**src/rtl/apu_pkg.sv**
```systemverilog
// Shared encodings for the APU frame sequencer: modes, step indices and
// per-mode event masks indexed by the step being left.
package apu_pkg;

  localparam logic MODE_4STEP = 1'b0;
  localparam logic MODE_5STEP = 1'b1;

  typedef enum logic [2:0] {
    S0 = 3'd0,
    S1 = 3'd1,
    S2 = 3'd2,
    S3 = 3'd3,
    S4 = 3'd4
  } stepT;

  // Bit n set means "emit the strobe when leaving step n".
  localparam logic [4:0] QUARTER_MASK_4 = 5'b01111;
  localparam logic [4:0] HALF_MASK_4    = 5'b01010;
  localparam stepT       IRQ_STEP_4     = S3;

  localparam logic [4:0] QUARTER_MASK_5 = 5'b10111;
  localparam logic [4:0] HALF_MASK_5    = 5'b10010;

  function automatic stepT nextStep(input stepT cur, input logic mode);
    stepT lastStep;
    lastStep = (mode == MODE_5STEP) ? S4 : S3;
    if (cur >= lastStep) return S0;
    return stepT'(cur + 3'd1);
  endfunction

endpackage

```
**src/rtl/apu_prescaler.sv**
```systemverilog
// Clock-enable divider: one registered tick every SAMPLE_DIV enabled clocks.
// Holds its count while en=0; clr restarts the count from zero.
module apu_prescaler #(
  parameter int SAMPLE_DIV = 50
) (
  input  logic clk,
  input  logic rst,
  input  logic en,
  input  logic clr,
  output logic tick
);

  localparam int CW = (SAMPLE_DIV > 1) ? $clog2(SAMPLE_DIV) : 1;
  localparam logic [CW-1:0] PRE_LAST = CW'(SAMPLE_DIV - 1);

  logic [CW-1:0] preCnt;

  always_ff @(posedge clk or posedge rst) begin
    if (rst) begin
      preCnt <= '0;
      tick   <= 1'b0;
    end else if (clr) begin
      preCnt <= '0;
      tick   <= 1'b0;
    end else if (en) begin
      if (preCnt == PRE_LAST) begin
        preCnt <= '0;
        tick   <= 1'b1;
      end else begin
        preCnt <= preCnt + CW'(1);
        tick   <= 1'b0;
      end
    end else begin
      tick <= 1'b0;
    end
  end

endmodule

```
**src/rtl/apu_frame_sequencer.sv**
```systemverilog
// APU frame sequencer: 4/5-step frame timing with quarter/half-frame strobes
// and a sticky frame IRQ, configured through a frame-counter style byte write.
module apu_frame_sequencer
  import apu_pkg::*;
#(
  parameter int SAMPLE_DIV = 50,
  parameter int STEP_TICKS = 3729
) (
  input  logic       clk,
  input  logic       rst,
  input  logic       apu_en,
  input  logic       cfg_we,
  input  logic [7:0] cfg_data,
  input  logic       irq_ack,
  output logic       sample_tick,
  output logic       quarter_frame,
  output logic       half_frame,
  output logic       frame_irq,
  output logic [2:0] step
);

  localparam logic [11:0] TICK_LAST = 12'(STEP_TICKS - 1);

  stepT        stepReg, stepNext;
  logic        modeReg, modeNext;
  logic        inhibitReg, inhibitNext;
  logic [11:0] tickCnt, tickCntNext;
  logic        quarterNext, halfNext, irqNext;
  logic        irqSet, irqClr;
  logic [4:0]  quarterMask, halfMask;
  logic        unusedCfgBits;

  assign unusedCfgBits = ^cfg_data[5:0];

  apu_prescaler #(
    .SAMPLE_DIV(SAMPLE_DIV)
  ) prescaler (
    .clk (clk),
    .rst (rst),
    .en  (apu_en),
    .clr (cfg_we),
    .tick(sample_tick)
  );

  always_ff @(posedge clk or posedge rst) begin
    if (rst) begin
      stepReg       <= S0;
      modeReg       <= MODE_4STEP;
      inhibitReg    <= 1'b0;
      tickCnt       <= '0;
      quarter_frame <= 1'b0;
      half_frame    <= 1'b0;
      frame_irq     <= 1'b0;
    end else begin
      stepReg       <= stepNext;
      modeReg       <= modeNext;
      inhibitReg    <= inhibitNext;
      tickCnt       <= tickCntNext;
      quarter_frame <= quarterNext;
      half_frame    <= halfNext;
      frame_irq     <= irqNext;
    end
  end

  always_comb begin
    quarterMask = (modeReg == MODE_5STEP) ? QUARTER_MASK_5 : QUARTER_MASK_4;
    halfMask    = (modeReg == MODE_5STEP) ? HALF_MASK_5 : HALF_MASK_4;
    stepNext    = stepReg;
    modeNext    = modeReg;
    inhibitNext = inhibitReg;
    tickCntNext = tickCnt;
    quarterNext = 1'b0;
    halfNext    = 1'b0;
    irqSet      = 1'b0;
    irqClr      = irq_ack;

    // A config write pre-empts any step completing in the same cycle.
    if (cfg_we) begin
      modeNext    = cfg_data[7];
      inhibitNext = cfg_data[6];
      tickCntNext = '0;
      stepNext    = S0;
      quarterNext = cfg_data[7];
      halfNext    = cfg_data[7];
      irqClr      = irq_ack | cfg_data[6];
    end else if (apu_en && sample_tick) begin
      if (tickCnt == TICK_LAST) begin
        tickCntNext = '0;
        stepNext    = nextStep(stepReg, modeReg);
        quarterNext = quarterMask[stepReg];
        halfNext    = halfMask[stepReg];
        irqSet      = (modeReg == MODE_4STEP) && (stepReg == IRQ_STEP_4) && !inhibitReg;
      end else begin
        tickCntNext = tickCnt + 12'd1;
      end
    end

    // Set beats clear, so an ack landing on the setting edge is ignored.
    if (irqSet)      irqNext = 1'b1;
    else if (irqClr) irqNext = 1'b0;
    else             irqNext = frame_irq;
  end

  assign step = stepReg;

endmodule

```
**config.mk**
```make
export PLATFORM = sky130hd
export DESIGN_NAME = apu_frame_sequencer
export DESIGN_NICKNAME = d
export VERILOG_FILES = /design/src/rtl/apu_pkg.sv /design/src/rtl/apu_prescaler.sv /design/src/rtl/apu_frame_sequencer.sv
export SDC_FILE = /design/constraint.sdc
export NUM_CORES = 1
export LEC_CHECK = 0
export ABC_CLOCK_PERIOD_IN_PS = 1840
export BUFFER_PORTS_ARGS = -buffer_cell sky130_fd_sc_hd__buf_2
export CORE_ASPECT_RATIO = 1.75
export CORE_MARGIN = 2
export CORE_UTILIZATION = 50
export CTS_CLUSTER_DIAMETER = 30
export CTS_CLUSTER_SIZE = 20
export DETAILED_ROUTE_END_ITERATION = 10
export MAX_ROUTING_LAYER = met4
export PLACE_DENSITY = 0.84
export SYNTH_ARGS = -nofsm -noshare
export SYNTH_HDL_FRONTEND = slang
export SYNTH_HIERARCHICAL = 1
export SYNTH_SLANG_ARGS = --single-unit
```
**constraint.sdc**
```tcl
create_clock -name clk -period 1.84 [get_ports clk]
set_clock_uncertainty 0.15 [all_clocks]
set_input_delay 0.368 -clock clk [delete_from_list [all_inputs] [get_ports clk]]
set_output_delay 0.368 -clock clk [all_outputs]
set_load 0.005 [all_outputs]
```
==> flow_summary.toml <==
[grt]
grt-ovfl-total = 0
grt_max_degree = 21
antenna_found_initial = 0
grt_usage = 0.2198
grt_pass1_vias = 1403
grt_pass1_wl_mm = 5.996

[timing]
fin_hold_ws_ns = 0.1846
hold_viol_final = 0
setup-tns-final_ns = 0
finalWorstSetupSlack_ns = 0.07652
slew_violations = 0
period_share = 0.9584
slew_headroom = 0.7741
fin_crit_ns = 1.763
rsz0062_at_grt = "false"
finalSetupViolCount = 0
fmax_mhz = 567.1
worstMarginPinSlew_ns = 0.3388

[logic_synthesis]
netlist_area_sq_mm = 0.001609
synthTopCellsByArea = "dfrtp_1 (42%), ha_1 (9.3%), xor2_1 (4.4%)"
ys_top_cells_by_count = "dfrtp_1 (27), ha_1 (12), inv_1 (10)"
yosysUniqueCellTypes = 43
syn-instance-count = 159
ys.flop_type = "dfrtp_1"
synth.top_cell.area_share = 0.4199
syn_area_per_cell_sq_um = 10.12
synth_edf_count = 0
synthArstFlopShare = 1.000
ys_ff_latch = 27
synth_warnings = 6
yosysMostFrequentCell = "dfrtp_1"
ys_seq_area_frac = 0.4199
synth_nets = 184
synth_top_area_cell = "dfrtp_1"

[floorplanning]
core_area_sq_mm = 0.003108
initial_core_util = 0.5177
rows = 27
die_h_um = 79.05
ioPinCount = 20
die_w_um = 46.88
die_area_sq_mm = 0.003706

[cells_and_area]
layout-drive-gt1-share = 0.2198
fin_cells = 225
nets = 208
n_fill_cell = 292
stdcell_area_sq_mm = 0.001832
n_antenna_cell = 0
syn_to_final_growth_pct = 13.84

[route]
wl_per_cell_um = 15.40
wl_met2_mm = 1.906
postRouteAntennaNets = 0
wl_met3_um = 98
highest_layer = "met4"
drt-total-wl_mm = 3.465
drc = 0
via_count = 1314
drt_iter0_drc = 33
m1WireLength_mm = 1.337
via_per_inst = 5.840
firstDrtPassIters = 6

[place]
dpl.cell_count = 220
pre_cts_slack_ns = 0.04665
port_buffers = 13
place_congestion = 0.7722
dpl.hpwl_mm = 2.568
placed_cell_area_sq_mm = 0.001772

[clock_tree]
cts_root_buffer = "clkbuf_8"
clock-sinks = 27
cts_made_buffers = 3
htree_levels = 1
cts_tree = "done"
path_clk_slew_ns = 0.10
clk_latency_ns = 0.28
clk_path_buf_depth = 2
post_cts_buffers = 0

[worst_setup_path]
worst_path_largest_cell_delay_ns = 0.57
critPathKind = "flop to flop"
cp-endpoint = "frame_irq"
r2r-end = "frame_irq"
r2r_setup_slack_ns = 0.08
critPathBufInv = 1
worstPathArrival_ns = 1.82
startpoint = "step[0]"
reg2reg_depth = 5
path_max_fanout = 6
cp-end-kind = "flop"
regToRegStartpoint = "step[0]"
start_kind = "flop"
cp_cell_sequence = "buf_4 -> ha_1 -> ha_1 -> or4b_2 -> o21ai_0"
cp_common_cell = "ha_1"
slowest_stage = "or4b_2"
required_ns = 1.90
critical-path-top-delay-family = "simple AND/OR/NAND/NOR gates"
cp.depth = 5

[hold_path]
hp-class = "primary input to flop"

[run_status]
outcome = "finished, final reports clean"

[flow_run]
drv_cap = 0

[power_and_ir_drop]
ir_drop_uv = 592.8
p_leak_nw = 0.8199
powerDensity_mw_per_mm2 = 586.9
==> logic make-up (layout without fill, tap and decap cells) <==
group	count (synthesis)	count (layout)	share of synthesized area
muxes	1	1	0.006998
xor gates and xnor gates	8	8	0.04355
buffers and inverters	16	39	0.04743
DFF	27	27	0.4199
adders and majority gates	12	12	0.09331
and+or+nand+nor	63	63	0.2426
AOI/OAI and AO/OA	32	32	0.1462
==> metal layers <==
metal | vias to the layer above | global-route usage
met1 | 654 | 0.2422
li1 | 621 | -
met3 | 12 | 0.01591
met2 | 27 | 0.3740
met5 | - | -
met4 | 0 | 0.1139
==> through the flow <==
step | power [mW] | utilization
2_1_floorplan | 0.6946 | -
3_3_place_gp | 0.7283 | 0.5700
3_5_place_dp | 0.7378 | 0.5700
4_1_cts | 1.082 | 0.5882
5_1_grt | 1.112 | 0.5894
6_report | 1.075 | 0.5894
==> state kept, by name, indices dropped and copies added, names as in the netlist <==
register          count
tickCnt              12
prescaler/preCnt      6
step                  3
frame_irq             1
half_frame            1
inhibitReg            1
modeReg               1
prescaler/tick        1
quarter_frame         1
==> where the power goes <==
group | leakage [nW] | internal [mW] | switching, mW
Combinational | 0.427 | 0.0459 | 0.0630
Sequential | 0.367 | 0.606 | 0.0118
Clock | 0.0255 | 0.152 | 0.196
Total | 0.820 | 0.804 | 0.271
==> repair_timing <==
item	CTS	global route
gates resized for setup	0	3
hold buffers	1	0
hold endpoints to repair	27	0
setup endpoints to repair	0	10
==> cell usage in the layout, fill, tap and decap left out, drive strengths merged, types with 2 or more instances in the layout <==
master / netlist / routed
nor2: 4 / 4
nand4: 7 / 7
or3b: 2 / 2
dfrtp: 27 / 27
and4: 3 / 3
nand3b: 3 / 3
nand2: 9 / 9
ha: 12 / 12
inv: 10 / 10
nand3: 9 / 9
a21oi: 8 / 8
clkbuf: 3 / 3
xor2: 8 / 8
nand2b: 5 / 5
a21o: 2 / 2
nor3: 7 / 7
o31ai: 3 / 3
nor3b: 2 / 2
buf: 3 / 24
a211o: 3 / 3
nor2b: 2 / 2
a31oi: 2 / 2
o21ai: 7 / 7
or3: 2 / 2
and2: 3 / 3
==> worst min path at each step <==
stage	slack [ns]	to	cells after the start	start
floorplan	0.02	prescaler/preCnt[0]	1	rst
global placement	0.16	prescaler/preCnt[2]	2	rst
detailed placement	0.17	prescaler/tick	2	rst
CTS	0.18	inhibitReg	2	cfg_data[6]
global route	0.19	inhibitReg	2	cfg_data[6]
finish	0.18	inhibitReg	2	cfg_data[6]
==> cell type report <==
cell class / instances / area (sq um) / share of cell area
multi-input cells: 116 / 859.6 / 0.4693
flip-flops and latches: 27 / 676.9 / 0.3695
repair buffers: 25 / 157.7 / 0.08607
well taps: 43 / 53.80 / 0.02937
clock buffers: 3 / 41.29 / 0.02254
inverters: 10 / 37.54 / 0.02049
clock inverters: 1 / 5.005 / 0.002732
(Power assumes the default switching activity.)
